<file path="src/rtl/deserializer_fsm.sv">
// deserializer_fsm: receive side of the bit-serial link fed by serializer_fsm.
// Rebuilds LENGTH-bit words from an LSB-first bit stream and presents them on a
// registered parallel output with valid/ready flow control. A completed word
// can park in the shift register (FULL) while the output register is occupied.
module deserializer_fsm #(
  parameter int LENGTH = 24
) (
  input  logic              i_clk,
  input  logic              i_rst,
  input  logic              i_en,
  input  logic              i_din,
  input  logic              i_din_valid,
  output logic              o_ready,
  output logic [LENGTH-1:0] ov_dout,
  output logic              o_dout_valid,
  input  logic              i_ready
);

  localparam int CW = $clog2(LENGTH);
  localparam logic [CW-1:0] LAST = CW'(LENGTH - 1);

  typedef enum logic [1:0] {
    IDLE,
    SHIFT_IN,
    FULL
  } state_t;

  state_t              state, state_nxt;
  logic [CW-1:0]       counter, counter_nxt;
  logic [LENGTH-1:0]   shift_reg, shift_nxt;
  logic [LENGTH-1:0]   dout_nxt;
  logic                valid_nxt;
  logic                acc;
  logic                take;
  logic                last_bit;
  logic [LENGTH-1:0]   shifted;

  // Handshake terms; o_ready depends only on reset, enable and state
  assign o_ready  = ~i_rst & i_en & (state != FULL);
  assign acc      = i_en & i_din_valid & o_ready;
  assign take     = i_en & o_dout_valid & i_ready;
  assign last_bit = (counter == LAST);
  assign shifted  = {i_din, shift_reg[LENGTH-1:1]};

  // Next-state, shift/count and output-register load decisions
  always_comb begin
    state_nxt   = state;
    counter_nxt = counter;
    shift_nxt   = shift_reg;
    dout_nxt    = ov_dout;
    valid_nxt   = o_dout_valid;

    // A consumed output empties unless a new word is loaded below
    if (take) begin
      valid_nxt = 1'b0;
    end

    if (acc) begin
      shift_nxt = shifted;
      if (last_bit) begin
        counter_nxt = '0;
        if (~o_dout_valid | take) begin
          dout_nxt  = shifted;
          valid_nxt = 1'b1;
          state_nxt = IDLE;
        end else begin
          state_nxt = FULL;
        end
      end else begin
        counter_nxt = counter + CW'(1);
        state_nxt   = SHIFT_IN;
      end
    end else if ((state == FULL) && take) begin
      dout_nxt  = shift_reg;
      valid_nxt = 1'b1;
      state_nxt = IDLE;
    end
  end

  // State and datapath registers with synchronous reset
  always_ff @(posedge i_clk) begin
    if (i_rst) begin
      state        <= IDLE;
      counter      <= '0;
      shift_reg    <= '0;
      ov_dout      <= '0;
      o_dout_valid <= 1'b0;
    end else begin
      state        <= state_nxt;
      counter      <= counter_nxt;
      shift_reg    <= shift_nxt;
      ov_dout      <= dout_nxt;
      o_dout_valid <= valid_nxt;
    end
  end

endmodule

</file>
<file path="config.mk">
export PLATFORM = sky130hd
export DESIGN_NAME = deserializer_fsm
export DESIGN_NICKNAME = d
export VERILOG_FILES = /design/src/rtl/deserializer_fsm.sv
export SDC_FILE = /design/constraint.sdc
export NUM_CORES = 1
export LEC_CHECK = 0
export BUFFER_PORTS_ARGS = -buffer_cell sky130_fd_sc_hd__clkbuf_2
export CAP_MARGIN = 10
export CORE_MARGIN = 8
export CORE_UTILIZATION = 45
export DETAILED_ROUTE_END_ITERATION = 10
export MAX_ROUTING_LAYER = met4
export PLACE_DENSITY_LB_ADDON = 0.3
export SKIP_CTS_REPAIR_TIMING = 1
export SLEW_MARGIN = 20
export SYNTH_ARGS = -nofsm -noshare
export SYNTH_HDL_FRONTEND = slang
export SYNTH_SLANG_ARGS = --single-unit
export TNS_END_PERCENT = 1
</file>
<file path="constraint.sdc">
create_clock -name i_clk -period 2.03 [get_ports i_clk]
set_input_delay 0.203 -clock i_clk [delete_from_list [all_inputs] [get_ports i_clk]]
set_output_delay 0.203 -clock i_clk [all_outputs]
set_load 0.01 [all_outputs]
</file>
==> impl_metrics.py <==
metrics = {
    "power_and_ir_drop": {
        "cellPowerDensity_nw_per_um2": 739.9,
        "vdd_drop_max_mv": 0.4569,
        "p_leak_nw": 0.9506,
        "total_power_mw": 1.945,
    },
    "placement": {
        "dp_cells": 298,
        "portBuffers": 31,
        "dp_slack_ps": 251.3,
        "dp_hpwl_um": 3000,
        "place_congestion": 0.7389,
        "placed_cell_area_um2": 2502,
    },
    "floorplanning": {
        "core_area_um2": 5042,
        "num_rows": 26,
        "dieArea_um2": 7729,
        "ios": 32,
        "start_util_pct": 46.15,
        "die_h_um": 87.92,
        "die_w_um": 87.92,
    },
    "critical_path": {
        "endpoint_kind": "flip-flop",
        "criticalPathCategory": "reg2reg",
        "startpoint_type": "flip-flop",
        "worstPathArrival_ps": 1940,
        "r2r_cells": 5,
        "cp_max_fo": 24,
        "cp.required_ps": 2190,
    },
    "layout": {
        "mostFrequentLayoutCell": "dfxtp_1",
        "layout_common_cells": "dfxtp_1, clkbuf_2, a211oi_1, nor2_1, mux2i_1",
        "area_growth_pct": 12.96,
        "finalNonFillerCells": 306,
        "drive_above_1_share_pct": 31.78,
        "antenna_cells": 0,
        "nets": 242,
        "finish.utilization_pct": 52.13,
        "design_area_um2": 2629,
    },
    "yosys": {
        "synth_nets": 216,
        "yosysWarnings": 0,
        "avgSynthCellArea_um2": 11.14,
        "ys_seq_area_share_pct": 48.17,
        "syn_inst": 209,
        "netlist_area_um2": 2327,
        "ys_seq_elements": 56,
        "synth_cell_types": 32,
    },
    "flow_run": {
        "cap_violations": 0,
    },
    "sta": {
        "tightest_slew_ps": 695.0,
        "fin_crit_sh_pct": 87.57,
        "hold_viol_final": 0,
        "max_freq_ghz": 0.5625,
        "setup_ws_ps": 252.3,
        "rsz0062_at_grt": "false",
        "setup_tns_ps": 0,
        "setup_viol": 0,
        "min_period_ps": 1778,
        "maxSlewHeadroom_pct": 53.66,
        "clock_skew_ps": 3.758,
        "slew_violations": 0,
        "worst_hold_slack_ps": 185.4,
    },
    "worst_hold_path": {
        "hold_class": "in2reg",
        "hold_depth": 3,
    },
    "routing": {
        "postRouteWirelength_um": 4557,
        "vias_per_cell": 5.294,
        "wl_per_cell_um": 14.89,
        "postRouteAntennaNets": 0,
        "drt_pass1_iterations": 4,
        "vias": 1620,
        "drt_iter0_markers": 82,
        "drc": 0,
    },
    "clock_network": {
        "htreeDepth": 2,
        "cts_buffers": 5,
        "clock-sinks": 56,
        "clockBufferDepth": 2,
        "clock_latency_ps": 300,
        "path_clk_slew_ps": 90,
        "tritoncts": "yes",
        "root_buffer": "clkbuf_8",
    },
    "grt": {
        "grt_pass1_wl_um": 7859,
        "grt_pass1_vias": 1652,
        "grt_use_total_pct": 13.13,
        "overflow": 0,
        "grt_max_degree": 57,
        "antenna_found_initial": 0,
    },
    "run_status": {
        "status": "complete, no violations",
    },
}
[critical path: stages (launching register included)]
cell      delay, ps
dfxtp_1         380
ha_1            200
and4b_4         270
nor2b_4         250
a21o_4          400
a211oi_1        130
[area by class of cell]
cell class / count / area (um2)
clock buffers: 7 / 96.34
clock inverters: 1 / 30.03
fillers: 480 / 2414
inverters: 1 / 3.754
multi-input cells: 133 / 1070
flip-flops and latches: 56 / 1121
well taps: 70 / 87.58
repair buffers: 38 / 220.2
[synth_stat cells (all sizes together)]
master / number / area [um2]
and3: 1 / 6.260
and2: 2 / 12.51
xor2: 1 / 8.760
mux2i: 25 / 250.2
nor2b: 3 / 33.79
o21ai: 1 / 5.000
nand2: 4 / 15.01
or4: 1 / 7.510
dfxtp: 56 / 1121
buf: 14 / 115.1
nand2b: 1 / 13.76
a21oi: 4 / 20.02
inv: 1 / 3.750
a211oi: 50 / 475.5
nor2: 28 / 105.1
nand3b: 1 / 7.510
clkbuf: 5 / 18.77
ha: 1 / 12.51
a21boi: 1 / 11.26
nand3: 3 / 20.02
a21o: 1 / 15.01
nor3: 1 / 16.27
or3: 1 / 6.260
nand4: 2 / 12.51
and4b: 1 / 13.76
[path summary, 6_finish.rpt]
| check | to | startpoint | slack, ps |
|---|---|---|---|
| setup / recovery | ov_dout[3]$_SDFFE_PP0P_ | counter[0]$_SDFFE_PP0P_ | 250 |
| hold / removal | shift_reg[23]$_SDFFE_PP0P_ | i_din | 190 |
| setup reg to reg | ov_dout[3]$_SDFFE_PP0P_ | counter[0]$_SDFFE_PP0P_ | 250 |
| hold reg to reg | counter[1]$_SDFFE_PP0P_ | counter[1]$_SDFFE_PP0P_ | 490 |
[cells by family after synthesis]
| logic type | after synthesis | synth area share, % |
|---|---|---|
| XOR/XNOR | 1 | 0.3764 |
| adder cells (fa/ha/maj) | 1 | 0.5375 |
| multiplexers | 25 | 10.75 |
| buffers and inverters | 20 | 5.913 |
| flip-flops | 56 | 48.17 |
| AND/OR/NAND/NOR | 49 | 11.61 |
| AO/OA/AOI/OAI | 57 | 22.63 |
[routing by layer]
layer / GRT usage [%] / part of all wire [%] / vias to the layer above
li1: - / - / 822
met2: 20.73 / 46 / 30
met4: 3.281 / 0.64 / 0
met1: 16.24 / 49 / 766
met3: 3.377 / 4.1 / 2
met5: - / 0 / -
[report_power, final]
group	switching [mW]	total, mW	internal (mW)	leakage [nW]
sequential	0.00192	1.10	1.10	0.451
clock	0.335	0.771	0.435	0.0645
combinational	0.0484	0.0718	0.0235	0.435
total	0.386	1.94	1.56	0.951
Note: power is estimated with default switching activity, not from simulation.
